### src/rtl/rq_scheduler.sv
`default_nettype none
// ============================================================================
// Module   : rq_scheduler
// Brief    : Elevator request scheduler. Latches hall/car buttons, runs an
//            IDLE/UP/DOWN/DWELL controller against a one-hot floor position
//            and clears served requests when the door opens.
// Options  : RQ_CANCEL_EN - re-pressing a lit car button cancels it.
// Revision : 1.0 - initial release
// ============================================================================
module rq_scheduler #(
    parameter int FLOORS = 4,
    parameter int DWELL  = 8
) (
    input  logic              clk,
    input  logic              rst_n,
    input  logic [FLOORS-1:0] up_req,
    input  logic [FLOORS-1:0] down_req,
    input  logic [FLOORS-1:0] in_req,
    input  logic [FLOORS-1:0] position,
    output logic [FLOORS-1:0] up_reg,
    output logic [FLOORS-1:0] down_reg,
    output logic [FLOORS-1:0] in_reg,
    output logic [FLOORS-1:0] all_reg,
    output logic [1:0]        ud_mode,
    output logic              door_open
);

    localparam int                CNT_W     = $clog2(DWELL + 1);
    localparam logic [CNT_W-1:0]  c_CNT_LD  = CNT_W'(DWELL - 1);
    localparam logic [FLOORS-1:0] c_ONE     = FLOORS'(1);
    // Top floor has no up button, bottom floor has no down button
    localparam logic [FLOORS-1:0] c_UP_MASK = {1'b0, {(FLOORS-1){1'b1}}};
    localparam logic [FLOORS-1:0] c_DN_MASK = {{(FLOORS-1){1'b1}}, 1'b0};
    // Retained direction shares the ud_mode encoding
    localparam logic [1:0]        c_DIR_NONE = 2'b00;
    localparam logic [1:0]        c_DIR_UP   = 2'b01;
    localparam logic [1:0]        c_DIR_DN   = 2'b10;

    typedef enum logic [1:0] {
        S_IDLE  = 2'd0,
        S_UP    = 2'd1,
        S_DOWN  = 2'd2,
        S_DWELL = 2'd3
    } state_t;

    state_t            r_state;
    logic [1:0]        r_dir;
    logic [CNT_W-1:0]  r_cnt;
    logic [1:0]        r_ud_mode;
    logic              r_door;
    logic [FLOORS-1:0] r_up;
    logic [FLOORS-1:0] r_dn;
    logic [FLOORS-1:0] r_in;

    state_t            w_nxt_state;
    logic [1:0]        w_nxt_dir;
    logic              w_enter_dwell;
    logic              w_pos_valid;
    logic [FLOORS-1:0] w_below_mask;
    logic [FLOORS-1:0] w_above_mask;
    logic [FLOORS-1:0] w_all;
    logic              w_any_above;
    logic              w_any_below;
    logic              w_at_up;
    logic              w_at_dn;
    logic              w_at_in;
    logic              w_up_stop_fwd;
    logic              w_up_stop_rev;
    logic              w_dn_stop_fwd;
    logic              w_dn_stop_rev;
    logic [FLOORS-1:0] w_clr_up;
    logic [FLOORS-1:0] w_clr_dn;
    logic [FLOORS-1:0] w_clr_in;
    logic [FLOORS-1:0] w_blk_up;
    logic [FLOORS-1:0] w_blk_dn;
    logic [FLOORS-1:0] w_blk_in;
    logic [FLOORS-1:0] w_cancel;

    // Position decode: a valid position has exactly one bit set
    assign w_pos_valid  = (position != '0) && ((position & (position - c_ONE)) == '0);
    assign w_below_mask = position - c_ONE;
    assign w_above_mask = ~(w_below_mask | position);

    assign w_all        = r_up | r_dn | r_in;
    assign w_any_above  = |(w_all & w_above_mask);
    assign w_any_below  = |(w_all & w_below_mask);
    assign w_at_up      = |(r_up & position);
    assign w_at_dn      = |(r_dn & position);
    assign w_at_in      = |(r_in & position);

    // Forward stop serves riders going our way; reverse stop only when the
    // run is exhausted and someone here wants the opposite direction.
    assign w_up_stop_fwd = w_at_up | w_at_in;
    assign w_up_stop_rev = !w_any_above && w_at_dn;
    assign w_dn_stop_fwd = w_at_dn | w_at_in;
    assign w_dn_stop_rev = !w_any_below && w_at_up;

    // Next-state and retained-direction decision
    always_comb begin
        w_nxt_state = r_state;
        w_nxt_dir   = r_dir;
        if (w_pos_valid) begin
            case (r_state)
                S_IDLE: begin
                    if (w_at_up || w_at_dn || w_at_in) begin
                        w_nxt_state = S_DWELL;
                        w_nxt_dir   = c_DIR_NONE;
                    end else if (w_any_above) begin
                        w_nxt_state = S_UP;
                    end else if (w_any_below) begin
                        w_nxt_state = S_DOWN;
                    end
                end
                S_UP: begin
                    if (w_up_stop_fwd) begin
                        w_nxt_state = S_DWELL;
                        w_nxt_dir   = c_DIR_UP;
                    end else if (w_up_stop_rev) begin
                        w_nxt_state = S_DWELL;
                        w_nxt_dir   = c_DIR_DN;
                    end else if (!w_any_above) begin
                        w_nxt_state = w_any_below ? S_DOWN : S_IDLE;
                    end
                end
                S_DOWN: begin
                    if (w_dn_stop_fwd) begin
                        w_nxt_state = S_DWELL;
                        w_nxt_dir   = c_DIR_DN;
                    end else if (w_dn_stop_rev) begin
                        w_nxt_state = S_DWELL;
                        w_nxt_dir   = c_DIR_UP;
                    end else if (!w_any_below) begin
                        w_nxt_state = w_any_above ? S_UP : S_IDLE;
                    end
                end
                default: begin
                    // Door closes: keep going the retained way if possible
                    if (r_cnt == '0) begin
                        if (r_dir == c_DIR_DN) begin
                            w_nxt_state = w_any_below ? S_DOWN :
                                          (w_any_above ? S_UP : S_IDLE);
                        end else begin
                            w_nxt_state = w_any_above ? S_UP :
                                          (w_any_below ? S_DOWN : S_IDLE);
                        end
                    end
                end
            endcase
        end
    end

    assign w_enter_dwell = (r_state != S_DWELL) && (w_nxt_state == S_DWELL);

    // Clear-on-arrival and in-dwell press suppression at the current floor
    always_comb begin
        w_clr_up = '0;
        w_clr_dn = '0;
        w_clr_in = '0;
        w_blk_up = '0;
        w_blk_dn = '0;
        w_blk_in = '0;
        if (w_enter_dwell) begin
            w_clr_in = position;
            if (w_nxt_dir != c_DIR_DN) w_clr_up = position;
            if (w_nxt_dir != c_DIR_UP) w_clr_dn = position;
        end
        if (w_pos_valid && (r_state == S_DWELL)) begin
            w_blk_in = position;
            if (r_dir != c_DIR_DN) w_blk_up = position;
            if (r_dir != c_DIR_UP) w_blk_dn = position;
        end
    end

`ifdef RQ_CANCEL_EN
    logic [FLOORS-1:0] r_in_req_q;
    logic [FLOORS-1:0] w_cancel_keep;

    // Previous car-button sample for press (rising-edge) detection
    always_ff @(posedge clk) begin
        if (!rst_n) r_in_req_q <= '0;
        else        r_in_req_q <= in_req;
    end

    assign w_cancel_keep = (r_state == S_DWELL) ? position : '0;
    assign w_cancel      = in_req & ~r_in_req_q & r_in & ~w_cancel_keep;
`else
    assign w_cancel      = '0;
`endif

    // Request registers: set-only latch, clear has priority
    always_ff @(posedge clk) begin
        if (!rst_n) begin
            r_up <= '0;
            r_dn <= '0;
            r_in <= '0;
        end else begin
            r_up <= (r_up | (up_req   & c_UP_MASK & ~w_blk_up)) & ~w_clr_up;
            r_dn <= (r_dn | (down_req & c_DN_MASK & ~w_blk_dn)) & ~w_clr_dn;
            r_in <= (r_in | (in_req   & ~w_blk_in)) & ~(w_clr_in | w_cancel);
        end
    end

    // Controller state, dwell counter and registered outputs
    always_ff @(posedge clk) begin
        if (!rst_n) begin
            r_state   <= S_IDLE;
            r_dir     <= c_DIR_NONE;
            r_cnt     <= '0;
            r_ud_mode <= 2'b00;
            r_door    <= 1'b0;
        end else begin
            r_state <= w_nxt_state;
            r_dir   <= w_nxt_dir;
            if (w_enter_dwell) begin
                r_cnt <= c_CNT_LD;
            end else if (w_pos_valid && (r_state == S_DWELL) && (r_cnt != '0)) begin
                r_cnt <= r_cnt - 1'b1;
            end
            case (w_nxt_state)
                S_UP:    r_ud_mode <= 2'b01;
                S_DOWN:  r_ud_mode <= 2'b10;
                default: r_ud_mode <= 2'b00;
            endcase
            r_door <= (w_nxt_state == S_DWELL);
        end
    end

    assign up_reg    = r_up;
    assign down_reg  = r_dn;
    assign in_reg    = r_in;
    assign all_reg   = r_up | r_dn | r_in;
    assign ud_mode   = r_ud_mode;
    assign door_open = r_door;

endmodule
`default_nettype wire

### config.mk
export PLATFORM = sky130hd
export DESIGN_NAME = rq_scheduler
export DESIGN_NICKNAME = d
export VERILOG_FILES = /design/src/rtl/rq_scheduler.sv
export SDC_FILE = /design/constraint.sdc
export NUM_CORES = 1
export LEC_CHECK = 0
export CORE_MARGIN = 1.5
export CORE_UTILIZATION = 25
export DETAILED_ROUTE_END_ITERATION = 8
export PLACE_DENSITY = 0.47
export RECOVER_POWER = 100
export SYNTH_ARGS = -nofsm -noshare
export SYNTH_HDL_FRONTEND = slang
export SYNTH_SLANG_ARGS = --single-unit
### constraint.sdc
create_clock -name clk -period 7 [get_ports clk]
set_input_delay 0.7 -clock clk [delete_from_list [all_inputs] [get_ports clk]]
set_output_delay 0.7 -clock clk [all_outputs]
set_load 0.02 [all_outputs]
# Yosys cells after proc, flatten, opt, wreduce, memory -nomap -nowiden
# Index checks and enable logic that the tools add are counted.
[totals]
ff_bits = 23
output_inout_bits = 19
[op_classes]
eq_ne = 12
muxes = 37
n_bitwise = 28
addsub = 2
reduce_logical = 22
[ops]
columns = ["cell", "count"]
rows = [
  ["4-bit AND", 11],
  ["2-bit 2-to-1 mux", 21],
  ["4-bit 2-to-1 mux", 10],
  ["4-bit inverter", 7],
  ["4-bit OR", 6],
  ["4-bit OR reduction", 5],
  ["2-bit one-hot mux with 3 select lines", 2],
  ["2-bit == test (second input constant)", 5],
  ["4-bit zero test", 2],
  ["4-bit nonzero test", 2],
  ["4-bit by 1-bit subtractor with 4-bit output (second input constant)", 2],
  ["1-bit logical AND", 6],
  ["3-bit 2-to-1 mux", 2],
  ["2-bit != test (second input constant)", 3],
  ["3-bit by 4-bit AND with 4-bit output", 1],
  ["2-bit by 1-bit == test with 1-bit output (second input constant)", 2],
  ["2-bit by 1-bit != test with 1-bit output (second input constant)", 2],
  ["2-bit one-hot mux with 2 select lines", 1],
  ["1-bit zero test", 2],
  ["2-bit zero test", 1],
  ["1-bit logical OR", 2],
  ["1-bit OR", 2],
  ["2-bit nonzero test", 1],
  ["2-bit OR reduction", 1],
  ["other kinds (2)", 2],
]

# Longest topological paths before layout
[logic_depth]
depth_word = 16
depth_mapped = 12
mapped_depth_nobuf = 11

# Worst setup path before layout
# Ideal clock, no wire load.
[synth_timing]
path_type = "input port to flip-flop"
from = "in position[0]"
to = "reg r_dn[1], in the netlist down_reg[1]"
cell_stages = 10
t_arrival_ns = 2.806
setup_ns = 0.135
path_buffers = 1
setup_slack_ns = 4.059
cell_sequence = "buf_4 -> inv_1 -> ha_1 -> inv_1 -> ha_1 -> or4_1 -> o311ai_0 -> nand3_1 -> a211oi_2 -> a221oi_1"
[synth_via]
elab_chain_len = 16
word_cells_on_any_way = 61
classes_between = "1 x add/sub; 2 x eq/ne; 27 x mux; 15 x bitwise; 16 x reduce/logical"
[synth_lines]
columns = ["item", "line", "rtl"]
rows = [
  ["from (decl)", "19", "input logic [FLOORS-1:0] position,"],
  ["4-bit by 1-bit subtractor with 4-bit output", "80, 81", ""],
  ["4-bit OR", "82", "assign w_above_mask = ~(w_below_mask | position);"],
  ["4-bit inverter", "82", ""],
  ["4-bit AND", "85", "assign w_any_above = |(w_all & w_above_mask);"],
  ["4-bit OR reduction", "85", ""],
  ["1-bit 2-to-1 mux / 1-bit zero test (equally long branches)", "n/a", ""],
  ["2-bit 2-to-1 mux (tied with other cells)", "140", "w_nxt_state = w_any_below ? S_DOWN :"],
  ["2-bit 2-to-1 mux (on tied branches)", "139, 118, 129", ""],
  ["2-bit 2-to-1 mux (on tied branches)", "138, 115, 126", ""],
  ["2-bit one-hot mux with 3 select lines", "103", "case (r_state)"],
  ["2-bit 2-to-1 mux", "102", "if (w_pos_valid) begin"],
  ["2-bit == test / 2-bit by 1-bit != test with 1-bit output (equally long branches)", "152, 165", ""],
  ["1-bit logical AND / 4-bit 2-to-1 mux (equally long branches)", "152, 165", ""],
  ["4-bit 2-to-1 mux", "162", "if (w_enter_dwell) begin"],
  ["4-bit inverter", "198", "r_dn <= (r_dn | (down_req & c_DN_MASK & ~w_blk_dn)) & ~w_clr_dn;"],
  ["4-bit AND (*)", "198", ""],
  ["to (signal assigned)", "198", ""],
  ["to (decl)", "52", "logic [FLOORS-1:0] r_dn;"],
]
# Every way passes the cells marked *; elsewhere a longest branch is shown, timed or not.
# A chain may end at the register's enable or synchronous reset.

# Worst setup path in the final report
[layout_timing]
from = "in position[0]"
to = "reg r_up[2], in the netlist up_reg[2]"
[layout_via]
elab_chain_len = 16
word_cells_on_any_way = 61
classes_between = "1 x add/sub; 2 x eq/ne; 27 x mux; 15 x bitwise; 16 x reduce/logical"
[layout_lines]
columns = ["item", "line", "rtl"]
rows = [
  ["4-bit by 1-bit subtractor with 4-bit output", "80, 81", ""],
  ["4-bit OR", "82", ""],
  ["4-bit inverter", "82", ""],
  ["4-bit AND", "85", ""],
  ["4-bit OR reduction", "85", ""],
  ["1-bit 2-to-1 mux / 1-bit zero test (equally long branches)", "n/a", ""],
  ["2-bit 2-to-1 mux (tied with other cells)", "140", ""],
  ["2-bit 2-to-1 mux (on tied branches)", "139, 118, 129", ""],
  ["2-bit 2-to-1 mux (on tied branches)", "138, 115, 126", ""],
  ["2-bit one-hot mux with 3 select lines", "103", ""],
  ["2-bit 2-to-1 mux", "102", ""],
  ["2-bit == test / 2-bit != test (equally long branches)", "152, 164", ""],
  ["1-bit logical AND / 4-bit 2-to-1 mux (equally long branches)", "152, 164", ""],
  ["4-bit 2-to-1 mux", "162", ""],
  ["4-bit inverter", "197", "r_up <= (r_up | (up_req & c_UP_MASK & ~w_blk_up)) & ~w_clr_up;"],
  ["4-bit AND (*)", "197", ""],
  ["to (signal assigned)", "197", ""],
  ["to (decl)", "51", "logic [FLOORS-1:0] r_up;"],
]
# Marks and branches as above.

==> reports/summary.txt <==
H-tree Lvls -> 1
Gpl congestion -> 0.773
Measured slew at the worst slew-check pin -> 0.987 ns
Hold EP -> down_reg[0]
Status -> completed
Combinational power share -> 0.352
HP Class -> reg -> reg
FILL cells -> 639
Worst R2R Path Depth -> 7
# IOs -> 37
Synth-to-Final Area Change -> 23.9%
Reg power frac -> 0.423
Worst Path Required -> 7.18 ns
Critical path type -> in -> reg
Num CTS Buffers -> 3
CP Launch Type -> primary input
Sum of buffers and inverters on the critical path -> 3
Skew final -> 0.00641 ns
Iter 0 DRT Violations -> 122
DRC -> 0
Asr flop ratio synth -> 0
Layout Utilization -> 0.323
Sequential share of the synthesized area -> 0.295
Hold_sp -> down_reg[0]
Initial antenna violation count -> 0
PostCTS Resize Cnt -> 0
Clock transition at path regs -> 0.09 ns
RR Endpoint -> up_reg[2]
Ranking of synthesized cells by area -> dfxtp_1, ha_1, o21ai_0
Max incr delay on CP -> 0.79 ns
Vias in the first global route -> 1401
Switching Power -> 0.000137 W
Yosys warnings -> 0
Worst hold-check slack -> 0.471 ns
N_diodes -> 0
First-pass GRT wire length -> 7.33 mm
Initial Util -> 0.260
Worst setup EP type -> register
CP max-delay cell -> o21ai_0
Core area -> 5990 sq um
Largest net degree at the start of global routing -> 21
Die Span Y -> 82 um
Final hold vios -> 0
Pre-CTS setup slack -> 3.11 ns
Nets -> 232
Finish-stage setup viols -> 0
VDD IR max -> 84.9 uV
Final worst-path cycle share -> 0.602
Layout cell share with drive strength beyond 1 -> 0.103
Synth area leader -> dfxtp_1
Reg2reg start -> down_reg[2]
GRT Residual Overflow -> 0
RSZ-0062 raised after global routing -> no
CTS sink cnt -> 23
I/O Buffers -> 34
Final min period -> 4.22 ns
Dpl hpwl -> 3.30 mm
Hold Path Depth -> 2
Max Clk Rate -> 0.237 GHz
Slack of the worst reg-to-reg path -> 3.97 ns
Hold_buf cts -> 0
Drt first pass iters -> 4
Post-synth EDFFs -> 0
Crit path cell chain -> dlygate4sd3_1, inv_1, ha_1, inv_1, ha_1, or4_1, o21ai_0, o221ai_1, o21ai_0, a211oi_1, a221oi_1
Routed len/inst -> 15.4 um
WP data arrival -> 4.40 ns
Area of the mapped netlist -> 1560 sq um
Die W -> 82 um
Synth top area share -> 0.295
Cell Pwr Density -> 197 nW/um^2
Full die area -> 6720 sq um
Row count -> 28
Yosys cell types -> 59
Max-cap viol count -> 0
Syn nets -> 201
Root Driver -> clkbuf_8
Worst-Skew Late Latency -> 0.27 ns
Final worst-path setup slack -> 2.78 ns
GRT Total Usage -> 0.146
ANT nets after route -> 0
Fin. max-slew vios -> 0
DR vias/cell -> 5.08
Clock Power Share -> 0.225
Post-Route WL -> 4.30 mm
Area of the multi-input gates -> 948 sq um
Setup bufs post-CTS -> 0
TritonCTS clock tree -> built
Switching Fraction -> 0.359
Internal -> 0.000244 W
Gate Count Post-Synth -> 174
Static Leakage -> 0.720 nW
Syn Area/Cell -> 8.97 sq um
Crit path max-delay family -> compound AO/OA/AOI/OAI gates
Slew HR -> 0.335
Yosys reg bits -> 23
FF/Latch Area -> 460 sq um
Routed vias -> 1417
Setup_tns -> 0 ns
Bufs on Longest Clock Path -> 2
Crit-path max FO -> 10
Ys flop type -> dfxtp_1
## metrics by stage
stage               std cells  total power [W]  area (sq um)
finish                    279         0.000380          1930
global route              279         0.000407          1930
CTS                       279         0.000398          1970
detailed placement        275         0.000309          1920
global placement          275         0.000311          1920
floorplan                 174         0.000261          1560
## metal layers
metal	track usage	up-vias	part of all wire
li1	-	716	-
met1	0.210	674	0.51
met2	0.220	21	0.44
met3	0.0178	6	0.034
met4	0.0508	0	0.016
met5	0	-	0
## power groups by stage
stage / Sequential [W] / Clock [W] / Combinational (W)
floorplan: 0.000166 / 0 / 0.0000948
global placement: 0.000165 / 0 / 0.000147
detailed placement: 0.000164 / 0 / 0.000145
CTS: 0.000161 / 0.0000904 / 0.000146
global route: 0.000164 / 0.0000943 / 0.000150
finish: 0.000161 / 0.0000857 / 0.000134
## worst reg2reg max path, delay by kind of cell, from the launching register on
| family | cells | cell delay, ns |
|---|---|---|
| compound gates | 5 | 1.74 |
| flops | 1 | 0.37 |
| simple gates | 2 | 0.77 |
## Yosys cell counts, drive strengths merged (2+ instances only)
cell type / number
and2: 5
or2: 2
nand3: 4
xnor2: 2
a221oi: 10
nand4: 3
a211oi: 2
inv: 10
or3: 5
buf: 7
a221o: 3
a21oi: 11
nor3b: 3
dfxtp: 23
nor3: 3
nand2: 9
o21ai: 16
o22ai: 4
nor2: 10
o21a: 2
ha: 9
a22o: 5
nand2b: 2
and3: 2
a21boi: 3
## cell type report
class / count / share of cell area
timing repair buffer: 35 / 0.180
inverter: 10 / 0.0194
clock buffer: 4 / 0.0233
tap: 75 / 0.0485
sequential: 23 / 0.238
multi-input combinational: 132 / 0.491
## cell families (layout without fill, tap and decap cells)
group / Yosys count / in the layout / share of synthesized area
AO/OA/AOI/OAI: 67 / 67 / 0.342
XOR/XNOR: 3 / 3 / 0.0168
adder cells (fa/ha/maj): 9 / 9 / 0.0722
buffers and inverters: 19 / 49 / 0.0746
flip-flops: 23 / 23 / 0.295
AND/OR/NAND/NOR: 53 / 53 / 0.200
## worst max path at each step
stage	from	end	slack [ns]	cells past startpoint
2_1_floorplan	position[0]	down_reg[1]	4.06	10
3_3_place_gp	position[1]	down_reg[1]	3.07	10
3_5_place_dp	position[1]	down_reg[1]	3.11	10
4_1_cts	position[1]	down_reg[1]	3.38	10
5_1_grt	position[0]	up_reg[0]	2.32	11
6_report	position[0]	up_reg[2]	2.78	11
## cell usage in the layout (no fill, tap or decap), types with 3 or more instances in the layout
cell type / n
nand2_1: 9
a22o_1: 4
clkbuf_8: 3
nand3_1: 3
nor2_1: 10
or3_1: 3
ha_1: 9
a221oi_1: 7
inv_1: 10
o21ai_0: 14
nand4_1: 3
dfxtp_1: 23
clkdlybuf4s50_1: 14
dlygate4sd3_1: 20
a21oi_1: 10
nor3b_1: 3
a221oi_2: 3
o22ai_1: 4
No activity file was read; power rests on OpenSTA's default activity.
